`src/rtl/debounce_edge_detect.sv`:
```
// Two-flop resynchroniser followed by a four-state debounce FSM.
// Produces a registered clean level plus one-cycle rise/fall pulses.
module debounce_edge_detect #(
    parameter int STABLE_CYCLES = 4,
    parameter int CNT_WIDTH     = 8
) (
    input  logic clk,
    input  logic rst_n,
    input  logic in_1,
    output logic out_1,
    output logic rise_1,
    output logic fall_1,
    output logic busy_1
);

    typedef enum logic [1:0] {
        IDLE_LOW  = 2'd0,
        WAIT_HIGH = 2'd1,
        IDLE_HIGH = 2'd2,
        WAIT_LOW  = 2'd3
    } state_t;

    // Count value on which the STABLE_CYCLES-th matching sample commits.
    localparam logic [CNT_WIDTH-1:0] CNT_LAST = CNT_WIDTH'(STABLE_CYCLES - 1);
    localparam logic [CNT_WIDTH-1:0] CNT_ONE  = CNT_WIDTH'(1);

    logic                 sync_a;
    logic                 sync_s;
    state_t               state;
    state_t               state_next;
    logic [CNT_WIDTH-1:0] cnt;
    logic [CNT_WIDTH-1:0] cnt_next;
    logic                 out_next;
    logic                 rise_next;
    logic                 fall_next;

    always_ff @(posedge clk or negedge rst_n) begin
        if (!rst_n) begin
            sync_a <= 1'b0;
            sync_s <= 1'b0;
        end else begin
            sync_a <= in_1;
            sync_s <= sync_a;
        end
    end

    always_ff @(posedge clk or negedge rst_n) begin
        if (!rst_n) begin
            state  <= IDLE_LOW;
            cnt    <= '0;
            out_1  <= 1'b0;
            rise_1 <= 1'b0;
            fall_1 <= 1'b0;
        end else begin
            state  <= state_next;
            cnt    <= cnt_next;
            out_1  <= out_next;
            rise_1 <= rise_next;
            fall_1 <= fall_next;
        end
    end

    always_comb begin
        state_next = state;
        cnt_next   = cnt;
        out_next   = out_1;
        rise_next  = 1'b0;
        fall_next  = 1'b0;
        case (state)
            IDLE_LOW: begin
                if (sync_s) begin
                    state_next = WAIT_HIGH;
                    cnt_next   = CNT_ONE;
                end else begin
                    cnt_next = '0;
                end
            end
            WAIT_HIGH: begin
                if (!sync_s) begin
                    state_next = IDLE_LOW;
                    cnt_next   = '0;
                end else if (cnt == CNT_LAST) begin
                    state_next = IDLE_HIGH;
                    cnt_next   = '0;
                    out_next   = 1'b1;
                    rise_next  = 1'b1;
                end else begin
                    cnt_next = cnt + CNT_ONE;
                end
            end
            IDLE_HIGH: begin
                if (!sync_s) begin
                    state_next = WAIT_LOW;
                    cnt_next   = CNT_ONE;
                end else begin
                    cnt_next = '0;
                end
            end
            WAIT_LOW: begin
                if (sync_s) begin
                    state_next = IDLE_HIGH;
                    cnt_next   = '0;
                end else if (cnt == CNT_LAST) begin
                    state_next = IDLE_LOW;
                    cnt_next   = '0;
                    out_next   = 1'b0;
                    fall_next  = 1'b1;
                end else begin
                    cnt_next = cnt + CNT_ONE;
                end
            end
            default: begin
                state_next = IDLE_LOW;
                cnt_next   = '0;
            end
        endcase
    end

    assign busy_1 = (state == WAIT_HIGH) || (state == WAIT_LOW);

endmodule
```
`config.mk`:
```
export PLATFORM = sky130hd
export DESIGN_NAME = debounce_edge_detect
export DESIGN_NICKNAME = d
export VERILOG_FILES = /design/src/rtl/debounce_edge_detect.sv
export SDC_FILE = /design/constraint.sdc
export NUM_CORES = 1
export LEC_CHECK = 0
export CAP_MARGIN = 25
export CORE_MARGIN = 3
export CORE_UTILIZATION = 40
export CTS_BUF_LIST = sky130_fd_sc_hd__clkbuf_4
export CTS_CLUSTER_SIZE = 20
export DETAILED_ROUTE_END_ITERATION = 10
export DONT_BUFFER_PORTS = 1
export GPL_TIMING_DRIVEN = 0
export HOLD_SLACK_MARGIN = 0.02
export PLACE_DENSITY_LB_ADDON = 0.08
export SLEW_MARGIN = 20
export SYNTH_ARGS = -nofsm -noshare
export SYNTH_HDL_FRONTEND = slang
export SYNTH_SLANG_ARGS = --single-unit
```
`constraint.sdc`:
```
create_clock -name clk -period 2.62 [get_ports clk]
set_clock_uncertainty 0.1 [all_clocks]
set_input_delay 0.131 -clock clk [delete_from_list [all_inputs] [get_ports clk]]
set_output_delay 0.131 -clock clk [all_outputs]
set_load 0.1 [all_outputs]
```
==> flow_metrics.py, run 1 <==
metrics = {
    "outcome": {
        "status": "finished, final reports clean",
    },
    "final_layout": {
        "antenna_cells": 0,
        "fin_nets": 72,
        "drive_gt1_share_pct": 11.9,
        "final_core_util_pct": 49.0,
        "fin_area_um2": 763,
        "area_growth_pct": 12.1,
    },
    "die": {
        "chipWidth_um": 47.3,
        "io_pins": 7,
        "dieArea_um2": 2230,
        "die_h_um": 47.3,
        "num_rows": 14,
        "core_region_area_um2": 1560,
        "initial_utilization_pct": 43.7,
    },
    "yosys": {
        "synthSimpleGateAreaFrac_pct": 25.0,
        "async_flop_share_pct": 100,
        "synth_edf_count": 0,
        "synthTopCellsByCount": "dfrtp_1, o21ai_0, a21oi_1, nand2_1",
        "syn-mean-instance-area_um2": 11.3,
        "synthAdderAreaFrac_pct": 1.84,
        "ys.flop_type": "dfrtp_1",
        "synth_area_leaders": "dfrtp_1, xor2_1, o21ai_0",
        "synthCells": 60,
        "seq_area_frac_synth_pct": 55.1,
        "netlist.area_leader.share_pct": 55.1,
        "synth_most_common_cell": "dfrtp_1",
        "yosys_warnings": 0,
        "synth-xor-area-share_pct": 5.15,
        "synth.distinct_cells": 28,
        "synth-seq-cells": 15,
        "yosysTopAreaCell": "dfrtp_1",
        "synth_nets": 64,
        "synth_top_family_by_area": "simple AND/OR/NAND/NOR gates",
        "syn_area_um2": 681,
        "synth-compound-area-share_pct": 11.8,
        "synth.area.mux_share_pct": 0,
    },
    "critical_path": {
        "critPathMaxStageDelay_ps": 580,
        "path_class": "reg2reg",
        "timing.rr.end": "cnt[0]",
        "cp-startpoint": "cnt[4]",
        "rr_startpoint": "cnt[4]",
        "end_kind": "flip-flop",
        "crit_chain": "or4_4, nor3b_2, o22ai_1",
        "critPathSlowestCell": "or4_4",
        "arrival_ps": 1800,
        "crit_buf_inv": 0,
        "crit_fanout": 6,
        "crit_end": "cnt[0]",
        "r2r_slack_ps": 870,
        "cp_num_cells": 3,
        "cp.required_ps": 2670,
        "rr_worst_depth": 3,
        "start_kind": "flip-flop",
        "path_delay_family": "simple AND/OR/NAND/NOR gates",
    },
    "timing": {
        "relSlewSlack_pct": 38.6,
        "drv_slew": 0,
        "fin_crit_sh_pct": 66.6,
        "final_hold_viol_count": 0,
        "fin_setup_tns_ps": 0,
        "min_period_ps": 1750,
        "worstMarginPinSlew_ps": 921,
        "fmax_mhz": 573,
        "hold_ws_ps": 215,
        "setup_slack_ps": 874,
        "rsz0062_at_grt": "false",
        "setup_viol": 0,
    },
    "power_and_ir_drop": {
        "switching_share_pct": 38.6,
        "pwr-share-seq_pct": 48.0,
        "power.density_nw_per_um2": 857,
        "p_leak_nw": 0.306,
        "clkPwrFrac_pct": 19.8,
        "p_int_uw": 401,
        "p_comb_share_pct": 32.1,
        "power.switching_uw": 253,
        "vdd.ir_drop.worst_mv": 0.670,
    },
    "routing": {
        "avgViaCountPerCell": 5.76,
        "wl_per_cell_um": 14.1,
        "num_vias": 478,
        "drcViolationCount": 0,
        "drt_iter0_drc": 8,
        "wirelength_um": 1170,
        "antenna_left": 0,
        "dr.pass1.iters": 4,
    },
    "hold_path": {
        "hold_path_class": "in2async",
    },
    "clocking": {
        "htree_levels": 1,
        "clk_pin_slew_worst_paths_ps": 90,
        "post_cts_resized": 0,
        "numCtsBuffers": 3,
        "clk_latency_ps": 280,
        "cts_sinks": 15,
        "cts-root-buf": "clkbuf_4",
        "clockBufferDepth": 2,
        "cts_tree": "built",
    },
    "placed_design": {
        "portBuffers": 0,
        "place.gp.congestion": 0.680,
        "dp_hpwl_um": 838,
        "pre_cts_ws_ps": 887,
        "place_area_um2": 716,
    },
    "global_routing": {
        "first_global_vias": 446,
        "track_usage_pct": 13.4,
        "antenna_found_initial": 0,
        "grt_max_degree": 16,
        "gr-total-overflow": 0,
        "grt_pass1_wl_um": 2000,
    },
    "run": {
        "max_cap_violations": 0,
    },
}
==> worst min-delay path by stage <==
stage	end	cells after the start	start	slack, ps
after floorplan	asynchronous set/reset pin	0	rst_n	-260
after global placement	asynchronous set/reset pin	0	rst_n	-260
after detailed placement	rise_1	0	rst_n	-260
after CTS	asynchronous set/reset pin	1	rst_n	230
after global routing	cnt[2]	1	rst_n	260
final	rise_1	1	rst_n	210
==> kinds of logic (layout without fill, tap and decap cells) <==
logic type / count (synthesis) / count (layout)
xor+xnor: 4 / 4
flops: 15 / 15
buf+inv: 2 / 9
compound gates: 14 / 14
fa+ha+maj: 1 / 1
simple gates: 24 / 24
==> layout by cell type, fill, tap and decap left out, types with 2 or more instances in the layout <==
cell and instances:
nor3b_1 2, dlygate4sd3_1 2, xor2_1 3, o21ai_0 5, dfrtp_1 15, or3_1 3
a21oi_1 4, nand2_1 4, nand2b_1 2, nand3_1 3, clkbuf_4 3
==> metal layers <==
metal / up-vias / wire length, µm / part of all wire [%] / GRT usage (%)
met5: - / 0 / 0 / 0
met4: 0 / 37 / 3.2 / 9.94
met3: 5 / 30 / 2.6 / 2.30
met2: 8 / 489 / 42 / 17.4
met1: 233 / 609 / 52 / 19.4
li1: 232 / - / - / -
==> power groups by stage <==
stage                     Combinational (mW)  Clock (mW)  Sequential (mW)
after floorplan                        0.158           0            0.310
after global placement                 0.179           0            0.318
after detailed placement               0.206           0            0.319
after CTS                              0.213       0.136            0.314
after global routing                   0.230       0.148            0.323
final                                  0.210       0.130            0.314
==> area by class of cell <==
cell class | count | area [µm²]
plain buffers | 1 | 3.75
clock buffers | 3 | 22.5
well taps | 16 | 20.0
fillers | 136 | 796
inverters | 1 | 3.75
multi-input cells | 43 | 298
clock inverters | 1 | 5.00
repair buffers | 3 | 35.0
flip-flops and latches | 15 | 375
==> metrics by stage <==
stage / total power [mW] / cells
floorplan: 0.468 / 60
global placement: 0.497 / 76
detailed placement: 0.525 / 77
CTS: 0.663 / 83
global route: 0.701 / 83
finish: 0.654 / 83
==> timing repair <==
item                                   CTS  global route
setup buffers                            0             0
hold buffers                             2             0
endpoints found under the hold margin   16             0
==> state kept, by name, indices dropped and copies added (netlist names), named ones only <==
| register | count |
|---|---|
| state | 1 |
| sync_a | 1 |
| sync_s | 1 |
| fall_1 | 1 |
| rise_1 | 1 |
| cnt | 8 |
| out_1 | 1 |
No activity file was read; power rests on OpenSTA's default activity.
==> run 2, diff against run 1 <==
- clock period: 2.62 -> 1.7 ns (I/O delays scaled with it)
==> run 2 against run 1 <==
Effect of this change:
- clock-buffer cell count stayed put
- highest routed layer unchanged
- total power is 64% higher
- wire length rose by 5.3%
- critical endpoint unchanged
- global-route usage is 0.16 points higher
- cell area grew 5.9%
- critical path type unchanged
- via count increased by 2.7%
- combinational power up 78%
- setup slack got worse by 800 ps
- register-to-register slack got worse by 800 ps
- first-iteration DRC count decreased by 63%
- flip-flop and latch count stayed put
==> flow_metrics.py, run 2 (synthesis gave the netlist of run 1 again) <==
metrics = {
    "critical_path": {
        "end_kind": "flip-flop",
        "cp.required_ps": 1770,
        "start_kind": "flip-flop",
        "crit_fanout": 6,
        "crit_chain": "or4_4, nor3b_4, o22ai_2",
        "crit_buf_inv": 0,
        "path_delay_family": "simple AND/OR/NAND/NOR gates",
        "critPathMaxStageDelay_ps": 570,
        "critPathSlowestCell": "or4_4",
        "arrival_ps": 1690,
        "path_class": "reg2reg",
    },
    "placed_design": {
        "pre_cts_ws_ps": -32.9,
        "place.gp.congestion": 0.680,
        "portBuffers": 0,
        "place_area_um2": 716,
        "dp_hpwl_um": 838,
    },
    "clocking": {
        "clockBufferDepth": 2,
        "clk_latency_ps": 280,
        "cts_tree": "built",
        "cts_sinks": 15,
        "numCtsBuffers": 3,
        "clk_pin_slew_worst_paths_ps": 90,
        "cts-root-buf": "clkbuf_4",
        "htree_levels": 1,
    },
    "final_layout": {
        "fin_nets": 73,
        "antenna_cells": 0,
        "drive_gt1_share_pct": 22.1,
        "mostFrequentLayoutCells": "dfrtp_1, o21ai_0, nand2_1, a21oi_1",
        "final_common_cell": "dfrtp_1",
        "largest_register_ffs": 8,
        "regMostFlops": "cnt",
        "area_growth_pct": 18.7,
        "fin_area_um2": 808,
    },
    "die": {
        "die_h_um": 47.3,
        "chipWidth_um": 47.3,
        "dieArea_um2": 2230,
        "num_rows": 14,
        "io_pins": 7,
        "initial_utilization_pct": 43.7,
        "core_region_area_um2": 1560,
    },
    "routing": {
        "drt_iter0_drc": 3,
        "drcViolationCount": 0,
        "antenna_left": 0,
        "num_vias": 491,
        "wirelength_um": 1230,
        "wl_per_cell_um": 14.6,
        "dr.pass1.iters": 4,
        "avgViaCountPerCell": 5.85,
    },
    "power_and_ir_drop": {
        "power.switching_uw": 416,
        "p_leak_nw": 0.310,
        "switching_share_pct": 38.7,
        "pwr-share-seq_pct": 46.5,
        "p_comb_share_pct": 34.7,
        "vdd.ir_drop.worst_mv": 1.08,
        "power.density_nw_per_um2": 1330,
        "clkPwrFrac_pct": 18.8,
        "p_int_uw": 658,
    },
    "timing": {
        "fin_setup_tns_ps": 0,
        "min_period_ps": 1620,
        "drv_slew": 0,
        "setup_slack_ps": 78.2,
        "rsz0062_at_grt": "false",
        "final_hold_viol_count": 0,
        "worstMarginPinSlew_ps": 920,
        "relSlewSlack_pct": 38.7,
        "fmax_mhz": 617,
        "fin_crit_sh_pct": 95.4,
        "setup_viol": 0,
    },
    "global_routing": {
        "gr-total-overflow": 0,
        "grt_max_degree": 16,
        "first_global_vias": 450,
        "grt_pass1_wl_um": 2020,
        "track_usage_pct": 13.5,
        "antenna_found_initial": 0,
    },
    "hold_path": {
        "hold_path_class": "in2async",
    },
    "run": {
        "max_cap_violations": 0,
    },
    "outcome": {
        "status": "finished, final reports clean",
    },
}
[run 2: layer usage]
metal	vias up	global-route usage (%)	part of all wire, %
met2	11	17.4	43
met3	5	2.30	3.2
met4	0	9.94	3.1
li1	236	-	-
met5	-	0	0
met1	239	19.9	51
[run 2: cell type report]
cell class | instances | area, µm²
Fill cell | 135 | 751
Sequential cell | 15 | 378
Multi-Input combinational cell | 43 | 333
Timing Repair Buffer | 4 | 42.5
Clock buffer | 3 | 22.5
Tap cell | 16 | 20.0
Clock inverter | 1 | 5.00
Buffer | 1 | 3.75
Inverter | 1 | 3.75
[run 2: through the flow]
| step | hold slack [ps] | util (%) | instances | power (mW) |
|---|---|---|---|---|
| after floorplan | -311 | - | 60 | 0.721 |
| after global placement | -310 | 44.9 | 76 | 0.766 |
| after detailed placement | -310 | 45.9 | 77 | 0.809 |
| after CTS | 186 | 49.4 | 83 | 1.03 |
| after global routing | 210 | 51.8 | 84 | 1.14 |
| final | 169 | 51.8 | 84 | 1.07 |
[run 2: path summary, 6_finish.rpt]
path                       startpoint  cells past startpoint  slack [ps]      to
min reg2reg                    sync_a                      0         260  sync_s
max in group asynchronous       rst_n                      1         860  cnt[3]
min in group clk                 in_1                      1         250  sync_a
max reg2reg                    cnt[4]                      3          80  cnt[0]
min                             rst_n                      1         170  cnt[2]
max                            cnt[4]                      3          80  cnt[0]
[run 2: repair_timing]
action                                  CTS  global route
buffers inserted                          0             1
endpoints found under the setup margin    1             5
endpoints found under the hold margin    16             0
hold buffers                              2             0
resized for setup                         1             7
pin swaps                                 0             7
[run 2: power by group through the flow]
| stage | sequential, mW | combinational [mW] | clock (mW) |
|---|---|---|---|
| finish | 0.499 | 0.373 | 0.202 |
| detailed placement | 0.491 | 0.318 | 0 |
| global placement | 0.489 | 0.276 | 0 |
| global route | 0.511 | 0.405 | 0.228 |
| floorplan | 0.478 | 0.243 | 0 |
| CTS | 0.484 | 0.334 | 0.210 |
==> run 3, diff against run 2 <==
- clock period: 1.7 -> 1.6 ns (I/O delays scaled with it)
==> run 3 against run 2 <==
Effect of this change:
- the flow now finishes with violations (negative setup slack)
- first-iteration DRC count up 130%
- cell count is 11% higher
- die area stayed put
==> flow_metrics.py, run 3 (synthesis gave the netlist of run 1 again) <==
metrics = {
    "placed_design": {
        "place.gp.congestion": 0.680,
        "dp_hpwl_um": 838,
        "portBuffers": 0,
    },
    "timing": {
        "min_period_ps": 1600,
        "rsz0062_at_grt": "true",
        "worstMarginPinSlew_ps": 924,
        "fin_crit_sh_pct": 100,
        "setup_viol": 1,
        "fmax_mhz": 623,
        "drv_slew": 0,
        "setup_slack_ps": -3.89,
        "relSlewSlack_pct": 38.4,
        "final_hold_viol_count": 0,
        "hold_ws_ps": 161,
    },
    "clocking": {
        "htree_levels": 1,
        "cts_sinks": 15,
        "clk_pin_slew_worst_paths_ps": 90,
        "cts_tree": "built",
        "clockBufferDepth": 2,
        "numCtsBuffers": 3,
        "clk_latency_ps": 280,
        "cts-root-buf": "clkbuf_4",
    },
    "final_layout": {
        "regMostFlops": "cnt",
        "multi_input_area_um2": 333,
        "largest_register_ffs": 8,
        "mostFrequentLayoutCells": "dfrtp_1, buf_4, o21ai_0",
        "final_core_util_pct": 56.3,
        "final_common_cell": "dfrtp_1",
        "drive_gt1_share_pct": 32.5,
        "antenna_cells": 0,
        "area_growth_pct": 28.9,
        "register_area_um2": 379,
        "fin_nets": 82,
        "n_fill_cell": 124,
    },
    "routing": {
        "antenna_left": 0,
        "drcViolationCount": 0,
        "wl_per_cell_um": 14.8,
        "wirelength_um": 1380,
        "drt_iter0_drc": 7,
        "dr.pass1.iters": 4,
        "avgViaCountPerCell": 5.69,
        "num_vias": 529,
    },
    "die": {
        "num_rows": 14,
        "die_h_um": 47.3,
        "dieArea_um2": 2230,
        "core_region_area_um2": 1560,
        "chipWidth_um": 47.3,
        "io_pins": 7,
        "initial_utilization_pct": 43.7,
    },
    "power_and_ir_drop": {
        "vdd.ir_drop.worst_mv": 1.14,
        "power.density_nw_per_um2": 1300,
        "finalPower_mw": 1.14,
        "p_leak_nw": 0.355,
    },
    "critical_path": {
        "path_class": "reg2reg",
        "start_kind": "flip-flop",
        "rr_startpoint": "cnt[7]",
        "arrival_ps": 1660,
        "crit_fanout": 4,
        "cp-startpoint": "cnt[7]",
        "cp.required_ps": 1660,
        "end_kind": "flip-flop",
    },
    "global_routing": {
        "gr-total-overflow": 0,
        "antenna_found_initial": 0,
        "grt_pass1_wl_um": 2200,
        "track_usage_pct": 14.8,
        "grt_max_degree": 16,
        "first_global_vias": 491,
    },
    "outcome": {
        "violations": "negative setup slack",
        "status": "finished with violations",
    },
    "hold_path": {
        "hold_path_class": "in2async",
    },
    "run": {
        "max_cap_violations": 0,
    },
}
-- run 3: cell count changes in the layout (fill, tap and decap cells not counted) --
cell / before / now
nor4_1: 1 / 0
dfrtp_2: 2 / 3
o22ai_2: 1 / 0
dfrtp_1: 13 / 12
buf_4: 1 / 10
o22ai_1: 0 / 1
nor4_2: 0 / 1
-- run 3: cell type report --
| type | instances | area share (%) |
|---|---|---|
| Clock buffer | 3 | 2.57 |
| Timing Repair Buffer | 13 | 12.6 |
| Buffer | 1 | 0.428 |
| Sequential cell | 15 | 43.2 |
| Multi-Input combinational cell | 43 | 37.9 |
| Clock inverter | 1 | 0.571 |
| Tap cell | 16 | 2.28 |
| Inverter | 1 | 0.428 |
-- run 3: worst paths after layout --
kind                                to  slack [ps]  cells after the start
min in group clk                sync_a         250                      1
max in group asynchronous       cnt[3]         780                      1
worst min-delay path            cnt[6]         160                      1
worst max-delay path            cnt[0]          -4                      3
worst min register to register  sync_s         260                      0
worst max register to register  cnt[0]          -4                      3
-- run 3: routing by layer --
| layer | GRT usage [%] | share of wire (%) |
|---|---|---|
| met1 | 21.0 | 51 |
| met2 | 20.3 | 45 |
| met3 | 2.30 | 2.1 |
| met4 | 9.94 | 1.7 |
| met5 | 0 | 0 |
-- run 3: critical path, stage by stage, from the launching register on --
cell     delay [ps]
dfrtp_1         410
or4_4           590
nor3b_4         280
o22ai_1         110
-- run 3: report_power, final --
group | total [mW] | switching (mW) | internal [mW]
clock network | 0.214 | 0.121 | 0.0928
registers | 0.528 | 0.0953 | 0.433
logic | 0.400 | 0.221 | 0.180
total | 1.14 | 0.437 | 0.705
-- run 3: repair_timing --
| item | in CTS | in global routing |
|---|---|---|
| pin swaps | 3 | 5 |
| gates cloned | 0 | 0 |
| buffers inserted | 7 | 3 |
| gates resized for setup | 7 | 2 |
| hold buffers | 2 | 0 |
| endpoints found under the hold margin | 16 | 0 |
| setup endpoints to repair | 6 | 6 |
-- run 3: per-stage QoR --
step	worst slack [ps]	TNS [ps]	area (µm²)	std cells
2_1_floorplan	26.4	0	681	60
5_1_grt	-47.3	-134	877	93
3_3_place_gp	-136	-463	701	76
6_report	-3.89	-3.89	877	93
4_1_cts	4.90	0	852	90
3_5_place_dp	-133	-479	716	77
